<file path="config.mk">
export PLATFORM = sky130hd
export DESIGN_NAME = ps2_mouse_packet_flat
export DESIGN_NICKNAME = d
export VERILOG_FILES = /design/src/rtl/ps2_mouse_packet_if.sv /design/src/rtl/ps2_mouse_packet.sv /design/src/flat_wrapper.sv
export SDC_FILE = /design/constraint.sdc
export NUM_CORES = 1
export LEC_CHECK = 0
export ABC_CLOCK_PERIOD_IN_PS = 4500
export BUFFER_PORTS_ARGS = -buffer_cell sky130_fd_sc_hd__buf_2
export CAP_MARGIN = 20
export CELL_PAD_IN_SITES_DETAIL_PLACEMENT = 1
export CELL_PAD_IN_SITES_GLOBAL_PLACEMENT = 1
export CORE_UTILIZATION = 49
export CTS_CLUSTER_DIAMETER = 120
export DETAILED_ROUTE_END_ITERATION = 12
export PLACE_DENSITY_LB_ADDON = 0.25
export REMOVE_ABC_BUFFERS = 1
export SKIP_CTS_REPAIR_TIMING = 1
export SLEW_MARGIN = 20
export SYNTH_ARGS = -nofsm -noshare
export SYNTH_HDL_FRONTEND = slang
export SYNTH_SLANG_ARGS = --single-unit
</file>
<file path="constraint.sdc">
create_clock -name clk -period 4.5 [get_ports clk]
set_input_delay 0.45 -clock clk [delete_from_list [all_inputs] [get_ports clk]]
set_output_delay 0.45 -clock clk [all_outputs]
set_load 0.05 [all_outputs]
</file>
<file path="src/rtl/ps2_mouse_packet_if.sv">
// Byte stream from the PS/2 serial receiver: a ready level plus the byte it qualifies.
interface ps2_mouse_packet_if;
  logic       byte_ready;
  logic [7:0] byte_data;

  modport master (output byte_ready, output byte_data);
  modport slave  (input  byte_ready, input  byte_data);
endinterface

</file>
<file path="src/rtl/ps2_mouse_packet.sv">
// Assembles 3-byte PS/2 mouse packets, decodes movement/buttons and tracks a
// clamped cursor position inside an X_MAX x Y_MAX screen.
module ps2_mouse_packet #(
  parameter int TIMEOUT_CYCLES = 5000000,
  parameter int X_MAX          = 639,
  parameter int Y_MAX          = 479,
  parameter int X_INIT         = 320,
  parameter int Y_INIT         = 240
) (
  input  logic              clk,
  input  logic              rst,
  ps2_mouse_packet_if.slave rx,
  output logic              pkt_valid,
  output logic [8:0]        dx,
  output logic [8:0]        dy,
  output logic              btn_left,
  output logic              btn_right,
  output logic              btn_middle,
  output logic              x_ovf,
  output logic              y_ovf,
  output logic [9:0]        cur_x,
  output logic [8:0]        cur_y,
  output logic              click,
  output logic              sync_err,
  output logic [1:0]        state
);

  typedef enum logic [1:0] {B0 = 2'd0, B1 = 2'd1, B2 = 2'd2} state_t;

  localparam int                TW     = $clog2(TIMEOUT_CYCLES) + 1;
  localparam logic [TW-1:0]     T_LAST = TW'(TIMEOUT_CYCLES - 1);
  localparam logic signed [11:0] XMAX12 = 12'(X_MAX);
  localparam logic signed [11:0] YMAX12 = 12'(Y_MAX);

  state_t        cur_state, next_state;
  logic          rdy_q;
  logic [TW-1:0] tcnt;
  logic [3:0]    b0_hi;
  logic [2:0]    b0_lo;
  logic [7:0]    b1;
  logic          prev_left;

  logic accept, tmo_hit;
  logic store_b0, store_b1, decode, reject, timeout;

  logic [8:0]        dx_new, dy_new;
  logic signed [11:0] nx, ny;
  logic [9:0]        nx_clamp;
  logic [8:0]        ny_clamp;

  assign accept  = rx.byte_ready & ~rdy_q;
  assign tmo_hit = (tcnt == T_LAST);
  assign state   = cur_state;

  always_ff @(posedge clk or posedge rst) begin
    if (rst) cur_state <= B0;
    else     cur_state <= next_state;
  end

  // A byte arriving on the expiry cycle takes priority over the timeout.
  always_comb begin
    next_state = cur_state;
    store_b0   = 1'b0;
    store_b1   = 1'b0;
    decode     = 1'b0;
    reject     = 1'b0;
    timeout    = 1'b0;
    case (cur_state)
      B0: if (accept) begin
            if (rx.byte_data[3]) begin
              store_b0   = 1'b1;
              next_state = B1;
            end else begin
              reject = 1'b1;
            end
          end
      B1: if (accept) begin
            store_b1   = 1'b1;
            next_state = B2;
          end else if (tmo_hit) begin
            timeout    = 1'b1;
            next_state = B0;
          end
      B2: if (accept) begin
            decode     = 1'b1;
            next_state = B0;
          end else if (tmo_hit) begin
            timeout    = 1'b1;
            next_state = B0;
          end
      default: next_state = B0;
    endcase
  end

  // Cursor update in 12-bit signed space; PS/2 Y grows upward, screen rows grow downward.
  always_comb begin
    dx_new   = {b0_hi[0], b1};
    dy_new   = {b0_hi[1], rx.byte_data};
    nx       = $signed({2'b00, cur_x}) + $signed({{3{dx_new[8]}}, dx_new});
    ny       = $signed({3'b000, cur_y}) - $signed({{3{dy_new[8]}}, dy_new});
    nx_clamp = cur_x;
    ny_clamp = cur_y;
    if (nx < 12'sd0)       nx_clamp = 10'd0;
    else if (nx > XMAX12)  nx_clamp = XMAX12[9:0];
    else                   nx_clamp = nx[9:0];
    if (ny < 12'sd0)       ny_clamp = 9'd0;
    else if (ny > YMAX12)  ny_clamp = YMAX12[8:0];
    else                   ny_clamp = ny[8:0];
  end

  always_ff @(posedge clk or posedge rst) begin
    if (rst) begin
      rdy_q      <= 1'b0;
      tcnt       <= '0;
      b0_hi      <= '0;
      b0_lo      <= '0;
      b1         <= '0;
      prev_left  <= 1'b0;
      pkt_valid  <= 1'b0;
      click      <= 1'b0;
      sync_err   <= 1'b0;
      dx         <= '0;
      dy         <= '0;
      btn_left   <= 1'b0;
      btn_right  <= 1'b0;
      btn_middle <= 1'b0;
      x_ovf      <= 1'b0;
      y_ovf      <= 1'b0;
      cur_x      <= 10'(X_INIT);
      cur_y      <= 9'(Y_INIT);
    end else begin
      rdy_q     <= rx.byte_ready;
      pkt_valid <= decode;
      click     <= decode & b0_lo[0] & ~prev_left;
      sync_err  <= reject | timeout;
      if (accept || next_state == B0) tcnt <= '0;
      else                            tcnt <= tcnt + 1'b1;
      if (store_b0) begin
        b0_hi <= rx.byte_data[7:4];
        b0_lo <= rx.byte_data[2:0];
      end
      if (store_b1) b1 <= rx.byte_data;
      if (decode) begin
        dx         <= dx_new;
        dy         <= dy_new;
        btn_left   <= b0_lo[0];
        btn_right  <= b0_lo[1];
        btn_middle <= b0_lo[2];
        x_ovf      <= b0_hi[2];
        y_ovf      <= b0_hi[3];
        prev_left  <= b0_lo[0];
        if (!b0_hi[2]) cur_x <= nx_clamp;
        if (!b0_hi[3]) cur_y <= ny_clamp;
      end
    end
  end

endmodule

</file>
<file path="src/flat_wrapper.sv">
// flat-port wrapper written by rule: the top's interface ports become plain ports
module ps2_mouse_packet_flat 
#(
  parameter int TIMEOUT_CYCLES = 5000000,
  parameter int X_MAX          = 639,
  parameter int Y_MAX          = 479,
  parameter int X_INIT         = 320,
  parameter int Y_INIT         = 240
)
  (clk, rst, pkt_valid, dx, dy, btn_left, btn_right, btn_middle, x_ovf, y_ovf, cur_x, cur_y, click, sync_err, state, rx_byte_ready, rx_byte_data);
  ps2_mouse_packet_if rx_i ();
  input  logic clk;
  input  logic rst;
  output logic pkt_valid;
  output logic [8:0] dx;
  output logic [8:0] dy;
  output logic btn_left;
  output logic btn_right;
  output logic btn_middle;
  output logic x_ovf;
  output logic y_ovf;
  output logic [9:0] cur_x;
  output logic [8:0] cur_y;
  output logic click;
  output logic sync_err;
  output logic [1:0] state;
  input wire logic [$bits(rx_i.byte_ready)-1:0] rx_byte_ready;
  input wire logic [$bits(rx_i.byte_data)-1:0] rx_byte_data;
  assign rx_i.byte_ready = rx_byte_ready;
  assign rx_i.byte_data = rx_byte_data;
  ps2_mouse_packet #(.TIMEOUT_CYCLES(TIMEOUT_CYCLES), .X_MAX(X_MAX), .Y_MAX(Y_MAX), .X_INIT(X_INIT), .Y_INIT(Y_INIT)) u_core (.clk(clk), .rst(rst), .rx(rx_i), .pkt_valid(pkt_valid), .dx(dx), .dy(dy), .btn_left(btn_left), .btn_right(btn_right), .btn_middle(btn_middle), .x_ovf(x_ovf), .y_ovf(y_ovf), .cur_x(cur_x), .cur_y(cur_y), .click(click), .sync_err(sync_err), .state(state));
endmodule
</file>
; ---- After elaboration in Yosys (flattened, before gate mapping)
; Cells that the tools add are included.
[word_totals]
word_cells = 65
inputBits = 11
register_bits = 87
[op_classes]
mux = 23
bitwise = 8
n_eq_ne = 3
add_sub_neg = 3
n_reduce_logical = 6
magnitude_cmp = 4
[ops]
columns = operator, count
row1 = $add 24x1->24 const B, 1
row2 = $eq 24x23->1 const B, 1
row3 = $lt 12x1->1 const B, 2
row4 = $mux 24, 1
row5 = $mux 10, 2
row6 = $mux 9, 2
row7 = $add 11x9->12, 1
row8 = $gt 12x10->1 const B, 1
row9 = $gt 12x11->1 const B, 1
row10 = $mux 1, 12
row11 = $sub 10x9->11, 1
row12 = $mux 2, 5
row13 = $pmux 2 s3, 1
row14 = $logic_not 2->1, 2
row15 = $not 1->1, 4
row16 = $reduce_and 2->1, 2
row17 = $and 1x1->1, 3
row18 = $eq 2x1->1 const B, 1
row19 = $eq 2x2->1 const B, 1
row20 = $reduce_or 2->1, 1
row21 = $logic_or 1x1->1, 1
row22 = $or 1x1->1, 1

; ---- Logic depth before layout (Yosys ltp)
[depth]
depth_word = 7
ltp_mapped = 10
depth_no_buf = 10

; ---- Worst setup path after synthesis
; OpenSTA, ideal clock, no wires.
[synth_timing]
kind = register to register
startpoint = reg u_core.cur_x[0]
endpoint = reg u_core.cur_x[7]
t_arrival_ns = 2.500
period_less_slack_ns = 2.568
setup_slack_ns = 1.932
path_stages_with_launch = 10
setup_time_ns = 0.069
required_time_ns = 4.431
cell_sequence = dfrtp_1 -> ha_1 -> inv_1 -> fa_1 -> nor2b_1 -> o31a_1 -> a221oi_2 -> mux2i_2 -> nor2b_1 -> a32o_1
[synth_between]
elab_chain_len = 4
elab_cells_between_ends = 5
classes_between = 1 x add/sub / 2 x order compare / 2 x mux
[synth_lines]
columns = item, line_no
row1 = start: declaration, ps2_mouse_packet.sv:21  ; output logic [9:0] cur_x,
row2 = start signal: assignment, ps2_mouse_packet.sv:129  ; cur_x <= 10'(X_INIT);
row3 = start signal: assignment, ps2_mouse_packet.sv:152  ; if (!b0_hi[2]) cur_x <= nx_clamp;
row4 = $add 11x9->12 *, ps2_mouse_packet.sv:99  ; nx = $signed({2'b00, cur_x}) + $signed({{3{dx_new[8]}}, dx_new});
row5 = $gt 12x11->1, ps2_mouse_packet.sv:104  ; else if (nx > XMAX12) nx_clamp = XMAX12[9:0];
row6 = $mux 10, ps2_mouse_packet.sv:104
row7 = $mux 10 *, ps2_mouse_packet.sv:103  ; if (nx < 12'sd0) nx_clamp = 10'd0;
; Every way passes the cells marked *; elsewhere a longest branch is shown, timed or not.
; A chain may end at the register's enable or synchronous reset.

; ---- Worst setup path after layout
[layout_timing]
startpoint = reg u_core.cur_state[0] (netlist: u_core.state[0])
endpoint = reg u_core.cur_x[7]
[layout_between]
elab_chain_len = 3
[layout_lines]
columns = item, line_no
row1 = start: declaration, ps2_mouse_packet.sv:35  ; state_t cur_state, next_state;
row2 = start signal: assignment, ps2_mouse_packet.sv:57  ; else cur_state <= next_state;
row3 = $eq 2x2->1, ps2_mouse_packet.sv:68  ; case (cur_state)
row4 = $mux 1, ps2_mouse_packet.sv:68
row5 = $reduce_and 2->1 (no source line), n/a
; No other way between the ends.

==> metrics.md <==
| Metric | Value |
|---|---|
| Synth Area in Adders | 0.07756 |
| Critical Path RT | around 4.8 ns |
| Die area | between 10000 and 15000 µm² |
| CP arrival | 3.00 ns |
| Hold WC Path Type | in2async |
| Crit. Startpoint | u_core.state[0] |
| Fin crit share | 0.5994 |
| Slowest CP cell | nor2_1 |
| Ant diodes | 0 |
| I/O pins | just under 60 |
| Cell Rows | 35 |
| Top_reg_cell synth | dfrtp_1 |
| Crit path cell chain | inv_1 -> ha_1 -> nand3b_4 -> buf_4 -> nor2_1 -> nand2_1 -> mux2i_2 -> nor2b_1 -> a32o_1 |
| Total Routing Usage GR | 0.2497 |
| Max-Cap Viols | 0 |
| Critical Path Max Stage Delay | 0.45 ns |
| Placed cell count | between 600 and 700 |
| Die H | roughly 100 µm |
| GRT overflow | 0 |
| P&R area growth vs syn | 12.86% |
| Register area share after synthesis | 0.4637 |
| PwrDens | 810.0 nW/µm² |
| Worst slew pin tran | 0.7588 ns |
| Startpoint Class | register |
| WHS | roughly 0.16 ns |
| Largest net degree at the start of global routing | 48 |
| # clock sinks | 87 |
| Netlist cell types | 56 |
| Critical path capture point type | register |
| Post-synthesis mux area share | 0.05790 |
| Initial DRT Pass Iterations | 4 |
| Post-synthesis compound-gate area fraction | 0.1434 |
| Status | completed |
| Fin. max-slew vios | 0 |
| Normalized max-slew margin | 0.4929 |
| Die width | 100.1 µm |
| Worst skew pair latency | between 0.3 and 0.4 ns |
| Syn. warnings | 0 |
| Area post-placement | ~5100 µm² |
| CORE AREA | 9284 µm² |
| Final Skew | 0.009089 ns |
| Nets | 570 |
| Routed Antenna Nets | 0 |
| CP Class | reg2reg |
| CTS tree | yes |
| Ys async rst share | 1.000 |
| FF-to-FF setup slack | 1.80 ns |
| Register clock-pin slew on the reported worst setup and hold paths | 0.09 ns |
| Min cycle time layout | approximately 2.7 ns |
| Final cell count without fillers | between 600 and 700 |
| Syn_area_per_cell | 10.02 µm² |
| Initial antenna violation count | 0 |
| Fmax | 370.7 MHz |
| Fill cells | 1094 |
| DR vias/cell | 5.576 |
| Commonest cells after routing, fill and taps aside | 81 x dfrtp_1, 57 x buf_2, 47 x nor2_1 |
| Post-synth EDFFs | 0 |
| Finished Cell Area | ~5300 µm² |
| H-tree levels | 3 |
| Synth Area in Simple Gates | 0.1556 |
| Hold Fails Final Rpt | 0 |
| Static Leak | 2.497 nW |
| Drt first-iter violations | about 130 |
| VDD IR max | just under 0.5 mV |
| Share of cells above drive strength 1 | 0.2052 |
| Commonest non-fill, non-tap cell in the layout | dfrtp_1 |
| # setup viols final | 0 |
| Via count | roughly 3700 |
| Max FO, Critical Path | 44 |
| Post-Synthesis Cells | 470 |
| Yosys reg bits | 87 |
| DRC viols | 0 |
| Clock Tree Buf Depth | 2 |
| Detailed placement HPWL | ~8600 µm |
| First-pass GRT wire length | approximately 19000 µm |
| Clock root buffer | clkbuf_8 |
| Routed len/inst | about 17 µm |
| Final wirelength | 11500 µm |
| RSZ-0062 raised after global routing | false |
| Mapped Area | ~4700 µm² |
| R2r startpoint | u_core.state[0] |
| Largest family of logic cells by synthesized area | simple AND/OR/NAND/NOR gates |
| Gpl congestion | 0.8520 |
| Worst R2R Path Depth | 9 |
| Vias in the first global route | 3889 |
| Pre-CTS setup slack | ~1.7 ns |
| Xor/xnor share of the synthesized area | 0.07251 |
| Reg-to-Reg End | u_core.cur_x[7] |
| Num CTS Buffers | 9 |
| Initial core utilization | 0.5074 |
| Number of port buffers | 57 |
| Worst setup margin | between 1.5 and 2 ns |
| Total negative setup slack | 0 ns |
## registers in the layout, indices dropped and copies added (netlist names)
register,cells
u_core.b0_hi,4
u_core.b0_lo,3
u_core.b1,8
u_core.btn_middle,1
u_core.btn_right,1
u_core.click,1
u_core.cur_x,10
u_core.cur_y,9
u_core.dx,9
u_core.dy,9
u_core.pkt_valid,1
u_core.prev_left,1
u_core.rdy_q,1
u_core.state,2
u_core.sync_err,1
u_core.tcnt,24
u_core.x_ovf,1
u_core.y_ovf,1
## through the flow
stage,power [mW],util
5_1_grt,4.583,0.5726
3_3_place_gp,3.671,0.5534
4_1_cts,4.313,0.5726
3_5_place_dp,3.776,0.5534
6_report,4.306,0.5726
2_1_floorplan,3.166,-
## cell families (layout without fill, tap and decap cells)
group                      count (synthesis)  after routing
and+or+nand+nor                          155            155
xor gates and xnor gates                  39             39
buffers and inverters                     36            102
adders and majority gates                 28             28
AOI/OAI and AO/OA                        102            102
DFF                                       87             87
muxes                                     23             23
## synthesized netlist by cell type (all sizes together) (2+ instances only)
library cell  count  area share
a211oi            4      0.0064
a21boi            2      0.0032
a21o              3      0.0048
a21oi            15       0.016
a221oi            2      0.0050
a2bb2oi           5      0.0093
a311oi            7       0.013
a32o              2      0.0042
and2              3      0.0040
and3              4      0.0053
buf               2      0.0021
clkbuf            7      0.0056
dfrtp            81        0.43
dfstp             6       0.033
fa                2      0.0085
ha               26       0.069
inv              27       0.022
mux2             18       0.043
mux2i             5       0.015
nand2            44       0.035
nand3            20       0.021
nand3b            2      0.0058
nand4             4      0.0053
nor2             47       0.037
nor2b             7      0.0093
nor3             10       0.011
nor3b             2      0.0032
nor4              2      0.0027
o211ai            4      0.0064
o21a              4      0.0064
o21ai            40       0.042
o21bai            2      0.0032
o22ai             2      0.0027
o31a              2      0.0040
o31ai             2      0.0032
or2               3      0.0040
or4               2      0.0032
xnor2            19       0.035
xor2             20       0.037
## critical path: cells and delay by family, from the launching register on
| kind | cells | cell delay, ns |
|---|---|---|
| fa+ha+maj | 1 | 0.22 |
| mux | 1 | 0.37 |
| buf+inv | 2 | 0.39 |
| simple gates | 4 | 1.00 |
| compound gates | 1 | 0.20 |
| flops | 1 | 0.44 |
## area by class of cell
class / count / area, µm² / share of cell area
multi-input combinational: 347 / 2389 / 0.4493
sequential: 87 / 2185 / 0.4109
timing repair buffer: 59 / 300.3 / 0.05648
tap: 129 / 161.4 / 0.03036
clock buffer: 9 / 123.9 / 0.02330
inverter: 27 / 102.6 / 0.01930
clock inverter: 7 / 55.05 / 0.01036
## worst max-delay path by stage
| stage | endpoint | slack [ns] | cells after the start |
|---|---|---|---|
| 2_1_floorplan | u_core.b0_hi[0] | 1.81 | 1 |
| 3_3_place_gp | u_core.cur_y[4] | 1.89 | 10 |
| 3_5_place_dp | u_core.cur_y[1] | 1.75 | 10 |
| 4_1_cts | u_core.cur_x[7] | 1.80 | 9 |
| 5_1_grt | u_core.cur_x[8] | 1.55 | 9 |
| 6_report | u_core.cur_x[7] | 1.80 | 9 |
## per-layer routing
metal / share of wire / vias to the layer above / track usage / wire (µm)
met5: 0 / - / 0 / 0
met4: 0.014 / 0 / 0.09810 / 162
met3: 0.036 / 15 / 0.02437 / 411
met2: 0.50 / 79 / 0.4340 / 5771
met1: 0.45 / 1836 / 0.3230 / 5153
li1: - / 1778 / - / -
## power breakdown
group          total, mW  internal, mW  switching (mW)  leakage (nW)
sequential          1.27          1.05           0.230          1.12
clock              0.515         0.207           0.307        0.0919
combinational       2.52         0.838            1.68          1.29
(Power assumes the default switching activity.)
